===== src/rtl/ifetch_pkg.sv =====
// Shared types and constants for the instruction fetch unit.
package ifetch_pkg;

   // Fetch/issue control states
   typedef enum logic {
      FETCH = 1'b0,
      ISSUE = 1'b1
   } ifetch_state_e;

   localparam int unsigned ADDR_W               = 32;
   localparam int unsigned INSTR_W              = 32;
   localparam logic [ADDR_W-1:0]  RESET_PC      = 32'h0000_0000;
   localparam logic [ADDR_W-1:0]  PC_INCR       = 32'h0000_0004;
   localparam int unsigned FETCH_TIMEOUT_CYCLES = 16;
   localparam int unsigned TMO_CNT_W            = 5;
   // Opcode 100000 in [31:26], register and function fields zero
   localparam logic [INSTR_W-1:0] NOP_INSTR     = {6'b100000, 26'd0};
   localparam logic [ADDR_W-1:0]  ALIGN_MASK    = 32'hFFFF_FFFC;

endpackage : ifetch_pkg


===== src/rtl/pc_next.sv =====
// Combinational next-PC candidates: sequential (PC+4) and branch
// (PC+4+offset), both wrapping modulo 2^32 and forced word-aligned.
module pc_next
   import ifetch_pkg::*;
(
   input  logic [ADDR_W-1:0] pc_i,
   input  logic [ADDR_W-1:0] immed_i,
   output logic [ADDR_W-1:0] pc_seq_o,
   output logic [ADDR_W-1:0] pc_br_o
);

   logic [ADDR_W-1:0] pc_plus4;

   // Plain 32-bit adds drop the carry, giving the required wrap-around
   always_comb begin
      pc_plus4 = pc_i + PC_INCR;
      pc_seq_o = pc_plus4 & ALIGN_MASK;
      pc_br_o  = (pc_plus4 + immed_i) & ALIGN_MASK;
   end

endmodule : pc_next


===== src/rtl/instr_fetch_unit.sv =====
// Instruction fetch unit: two-state FETCH/ISSUE controller that requests
// one instruction word at PC, holds it until the decoder retires it, then
// advances PC. Optional fetch watchdog enabled by macro FETCH_TIMEOUT_EN.
module instr_fetch_unit
   import ifetch_pkg::*;
(
   input  logic               Clk_i,
   input  logic               Rst_n_i,
   input  logic               PC_Sel_i,
   input  logic               PC_LdEn_i,
   input  logic [ADDR_W-1:0]  PC_Immed_i,
   output logic               Imem_Req_o,
   output logic [ADDR_W-1:0]  Imem_Addr_o,
   input  logic               Imem_Ack_i,
   input  logic [INSTR_W-1:0] Imem_Rdata_i,
   output logic [INSTR_W-1:0] Instr_o,
   output logic               Instr_Valid_o,
   output logic [ADDR_W-1:0]  PC_o,
   output logic               Fetch_Err_o
);

   ifetch_state_e      state_q, state_d;
   logic [ADDR_W-1:0]  pc_q, pc_d;
   logic [INSTR_W-1:0] instr_q, instr_d;
   logic               req_q, req_d;
   logic [ADDR_W-1:0]  pc_seq, pc_br;

`ifdef FETCH_TIMEOUT_EN
   logic [TMO_CNT_W-1:0] tmo_q, tmo_d;
   logic                 err_q, err_d;
   logic                 tmo_expired;

   // This is the 16th consecutive requested FETCH cycle without an Ack
   assign tmo_expired = (tmo_q == TMO_CNT_W'(FETCH_TIMEOUT_CYCLES - 1));
`endif

   pc_next u_pc_next (
      .pc_i     (pc_q),
      .immed_i  (PC_Immed_i),
      .pc_seq_o (pc_seq),
      .pc_br_o  (pc_br)
   );

   // Next-state logic; req_q is low only in the first cycle after reset,
   // so an Ack seen before the request goes out is not mistaken for data
   always_comb begin
      state_d = state_q;
      pc_d    = pc_q;
      instr_d = instr_q;
      req_d   = req_q;
`ifdef FETCH_TIMEOUT_EN
      tmo_d   = tmo_q;
      err_d   = err_q;
`endif
      case (state_q)
         FETCH: begin
            if (!req_q) begin
               req_d = 1'b1;
            end else if (Imem_Ack_i) begin
               instr_d = Imem_Rdata_i;
               req_d   = 1'b0;
               state_d = ISSUE;
            end
`ifdef FETCH_TIMEOUT_EN
            else if (tmo_expired) begin
               instr_d = NOP_INSTR;
               err_d   = 1'b1;
               req_d   = 1'b0;
               state_d = ISSUE;
            end else begin
               tmo_d = tmo_q + 1'b1;
            end
`endif
         end
         ISSUE: begin
            // PC_Sel and PC_Immed matter only on the retiring cycle
            if (PC_LdEn_i) begin
               pc_d    = PC_Sel_i ? pc_br : pc_seq;
               req_d   = 1'b1;
               state_d = FETCH;
`ifdef FETCH_TIMEOUT_EN
               tmo_d   = '0;
               err_d   = 1'b0;
`endif
            end
         end
         default: begin
            state_d = FETCH;
         end
      endcase
   end

   // State registers; reset abandons any outstanding request
   always_ff @(posedge Clk_i or negedge Rst_n_i) begin
      if (!Rst_n_i) begin
         state_q <= FETCH;
         pc_q    <= RESET_PC;
         instr_q <= '0;
         req_q   <= 1'b0;
      end else begin
         state_q <= state_d;
         pc_q    <= pc_d;
         instr_q <= instr_d;
         req_q   <= req_d;
      end
   end

`ifdef FETCH_TIMEOUT_EN
   // Watchdog counter and error flag
   always_ff @(posedge Clk_i or negedge Rst_n_i) begin
      if (!Rst_n_i) begin
         tmo_q <= '0;
         err_q <= 1'b0;
      end else begin
         tmo_q <= tmo_d;
         err_q <= err_d;
      end
   end

   assign Fetch_Err_o = err_q;
`else
   assign Fetch_Err_o = 1'b0;
`endif

   assign Imem_Req_o    = req_q;
   assign Imem_Addr_o   = pc_q;
   assign PC_o          = pc_q;
   assign Instr_o       = instr_q;
   assign Instr_Valid_o = (state_q == ISSUE);

endmodule : instr_fetch_unit


===== config.mk =====
export PLATFORM = sky130hd
export DESIGN_NAME = instr_fetch_unit
export DESIGN_NICKNAME = d
export VERILOG_FILES = /design/src/rtl/ifetch_pkg.sv /design/src/rtl/pc_next.sv /design/src/rtl/instr_fetch_unit.sv
export SDC_FILE = /design/constraint.sdc
export NUM_CORES = 1
export LEC_CHECK = 0
export ABC_AREA = 1
export BUFFER_PORTS_ARGS = -buffer_cell sky130_fd_sc_hd__buf_4
export CORE_MARGIN = 3
export CORE_UTILIZATION = 54
export CTS_CLUSTER_DIAMETER = 150
export DETAILED_ROUTE_END_ITERATION = 7
export PLACE_DENSITY_LB_ADDON = 0.1
export SLEW_MARGIN = 10
export SYNTH_ARGS = -nofsm -noshare
export SYNTH_HDL_FRONTEND = slang
export SYNTH_HIERARCHICAL = 1
export SYNTH_SLANG_ARGS = --single-unit

===== constraint.sdc =====
create_clock -name Clk_i -period 3.38 [get_ports Clk_i]
set_input_delay 1.014 -clock Clk_i [delete_from_list [all_inputs] [get_ports Clk_i]]
set_output_delay 1.014 -clock Clk_i [all_outputs]
set_load 0.1 [all_outputs]

==> results.yml <==
critical_path:
  crit_family: "simple AND/OR/NAND/NOR gates"
  cpMaxStageDelayCell: "dfrtp_2"
  cp.buffers_inverters: 2
  required_ps: 3610
  rr_startpoint: "Imem_Addr_o[2]"
  critical-path-max-stage-delay_ps: 410
  start_kind: "flop"
  worstSetupStartpoint: "Imem_Addr_o[2]"
  critPathMaxFanout: 6
  cp_cell_sequence: "ha_2 -> nand3_2 -> nor2_4 -> nand3_2 -> nor2_4 -> buf_4 -> xor2_2 -> ha_1 -> nand2_1 -> o21ai_0 -> inv_1 -> nand2_1 -> a21oi_1 -> nand2_1 -> nand2_1 -> nand2_1 -> nand2_1 -> nand2_1 -> nand2_1 -> nand2_1"
  path_class: "reg -> reg"
  critical_path.endpoint_type: "flop"
  cp.arrival_ps: 3380
  crit_top_cell: "nand2_1"
layout:
  antennaDiodeCount: 0
  seq_area_mm2: 0.00166
  drive_above_1_share_pct: 21.2
  fin_nets: 1249
  area_delta_synth_final_pct: 24.8
  multi_input_area_mm2: 0.00379
  final.fill_count: 1044
  postLayoutCellArea_mm2: 0.00777
place:
  gp_congestion: 0.948
  place_hpwl_mm: 14.5
  portBuffers: 166
  placed_cell_area_mm2: 0.00735
global_route:
  grt_start_max_net_pins: 67
  grt_pass1_vias: 6086
  grt_pass1_wl_mm: 30.4
  grt_util_all_layers_pct: 29.4
  grt_remaining_overflow: 0
  grt_antenna_before_repair: 0
drt:
  wl_per_cell_um: 14.8
  drtAntennaViolNets: 0
  wl_mm: 19.1
  via_count: 6747
  drt_first_pass_iters: 5
  vias_per_cell: 5.22
  drcViolationCount: 0
  drtIter0Drc: 689
timing:
  finalHoldViolations: 0
  skew_ps: 7.69
  maxSlewViolCount: 0
  slew_headroom_pct: 42.0
  min_period_over_period_pct: 93.0
  rsz0062_at_grt: "true"
  fmax_mhz: 318
  fin_crit_ps: 3140
  setup_viol: 0
  worst_pin_slew_ps: 870
logic_synthesis:
  yosysMostFrequentCell: "nand2_1"
  synth_top_area_share_pct: 29.6
  ys_warn_count: 6
  synth_common_cells: "491 x nand2_1, 110 x inv_1, 66 x dfrtp_1"
  synth_area_leaders: "nand2_1 30%, dfrtp_1 27%, inv_1 6.6%"
  syn_area_mm2: 0.00623
  syn_inst: 1012
  ys_seq_elements: 66
  synth-async-reset-ratio_pct: 100
  synth-edff-count: 0
  yosys.cell_types.count: 28
  yosysSeqAreaShare_pct: 26.5
  ys.flop_type: "dfrtp_1"
  synth_area_leader_cell: "nand2_1"
  syn_area_per_cell_um2: 6.15
clocking:
  clock_latency_ps: 340
  clock_sinks: 66
  cts-buffers-inserted: 9
  cts_buffer_depth: 2
  clk_pin_slew_worst_paths_ps: 60
  cts-root-buf: "clkbuf_16"
  cts_tree: "built"
  h-tree-depth: 3
flow_run:
  cap_violations: 0
floorplanning:
  die_w_um: 113
  fp.coreArea_mm2: 0.0110
  num_io_pins: 168
  start_util_pct: 56.4
  rows: 38
  die-area_mm2: 0.0129
  die_h_um: 113
worst_hold_path:
  hp-start: "Instr_o[13]"
  worstHoldPathType: "reg -> reg"
outcome:
  outcome: "finished, final reports clean"
-- routing by layer --
layer	vias up	part of all wire (%)	wire length [um]	global-route usage, %
met1	3035	44	8420	41.4
met5	-	0	0	0
met3	31	8.6	1650	4.46
met4	0	2.0	389	8.65
li1	3385	-	-	-
met2	296	45	8660	47.0
-- path summary, 6_finish.rpt --
check	slack [ps]	end	cells after the start
max reg2reg	240	Imem_Addr_o[24]	20
max	240	Imem_Addr_o[24]	20
min	470	Instr_o[13]	2
max in group asynchronous	1980	Imem_Addr_o[14]	1
min reg2reg	470	Instr_o[13]	2
min in group asynchronous	770	Imem_Addr_o[4]	1
-- cell families (layout without fill, tap and decap cells) --
group,Yosys count,after routing,synth area share [%]
AO/OA/AOI/OAI,46,46,3.98
XOR/XNOR,41,41,5.77
adder cells (fa/ha/maj),32,32,6.43
buffers and inverters,177,315,13.8
flip-flops,66,66,26.5
other,2,5,0.121
AND/OR/NAND/NOR,648,648,43.4
-- worst register-to-register path, cell delays in order (launching register included) --
cell and delay [ps]:
dfrtp_2 410, ha_2 210, nand3_2 150, nor2_4 190, nand3_2 150, nor2_4 210, buf_4 150, xor2_2 160
ha_1 310, nand2_1 170, o21ai_0 140, inv_1 80, nand2_1 50, a21oi_1 210, nand2_1 80, nand2_1 60
nand2_1 60, nand2_1 70, nand2_1 60, nand2_1 60, nand2_1 50
-- per-stage QoR --
step | TNS [ps] | instances | hold slack [ps] | util, % | setup WS (ps)
detailed placement | 0 | 1274 | 459 | 66.7 | 169
floorplan | 0 | 1015 | 718 | - | 46.4
global route | -27.2 | 1293 | 497 | 70.4 | -14.7
global placement | 0 | 1274 | 455 | 66.7 | 170
finish | 0 | 1293 | 470 | 70.4 | 235
CTS | 0 | 1290 | 474 | 69.6 | 145
-- cells in the final DEF, fill, tap and decap left out, types with 2 or more instances in the layout --
cell / instances
nand2_1: 489
xnor2_1: 9
ha_2: 2
nor2_1: 46
a21oi_2: 3
nand3_1: 33
clkbuf_16: 9
conb_1: 5
buf_4: 186
nand4_1: 39
nor4_1: 2
inv_1: 110
xor2_1: 31
inv_2: 3
nor2_2: 9
dfrtp_1: 61
o21ai_0: 6
nor3_1: 9
nor2_4: 6
dfrtp_2: 5
nand2_2: 5
nand3_2: 6
bufinv_16: 2
o21bai_1: 6
ha_1: 29
a21oi_1: 29
clkinv_4: 3
-- state kept, by name, summed over array words and instances (netlist names) --
| signal | count |
|---|---|
| Imem_Addr_o | 32 |
| Instr_Valid_o | 1 |
| Imem_Req_o | 1 |
| Instr_o | 32 |
-- what timing repair did --
action / 4_1_cts / 5_1_grt
endpoints found under the setup margin: 0 / 6
hold buffers: 0 / 0
buffers inserted: 0 / 3
gates resized for setup: 0 / 20
-- final cells by class --
cell class / instances / area share [%]
multi-input cells: 772 / 48.8
flip-flops and latches: 66 / 21.3
repair buffers: 186 / 18.0
inverters: 113 / 5.46
clock buffers: 9 / 2.90
well taps: 140 / 2.25
clock inverters: 7 / 1.32
Power is not shown: default switching activity piles up to over one toggle a cycle in this logic, so the estimate is an artifact.
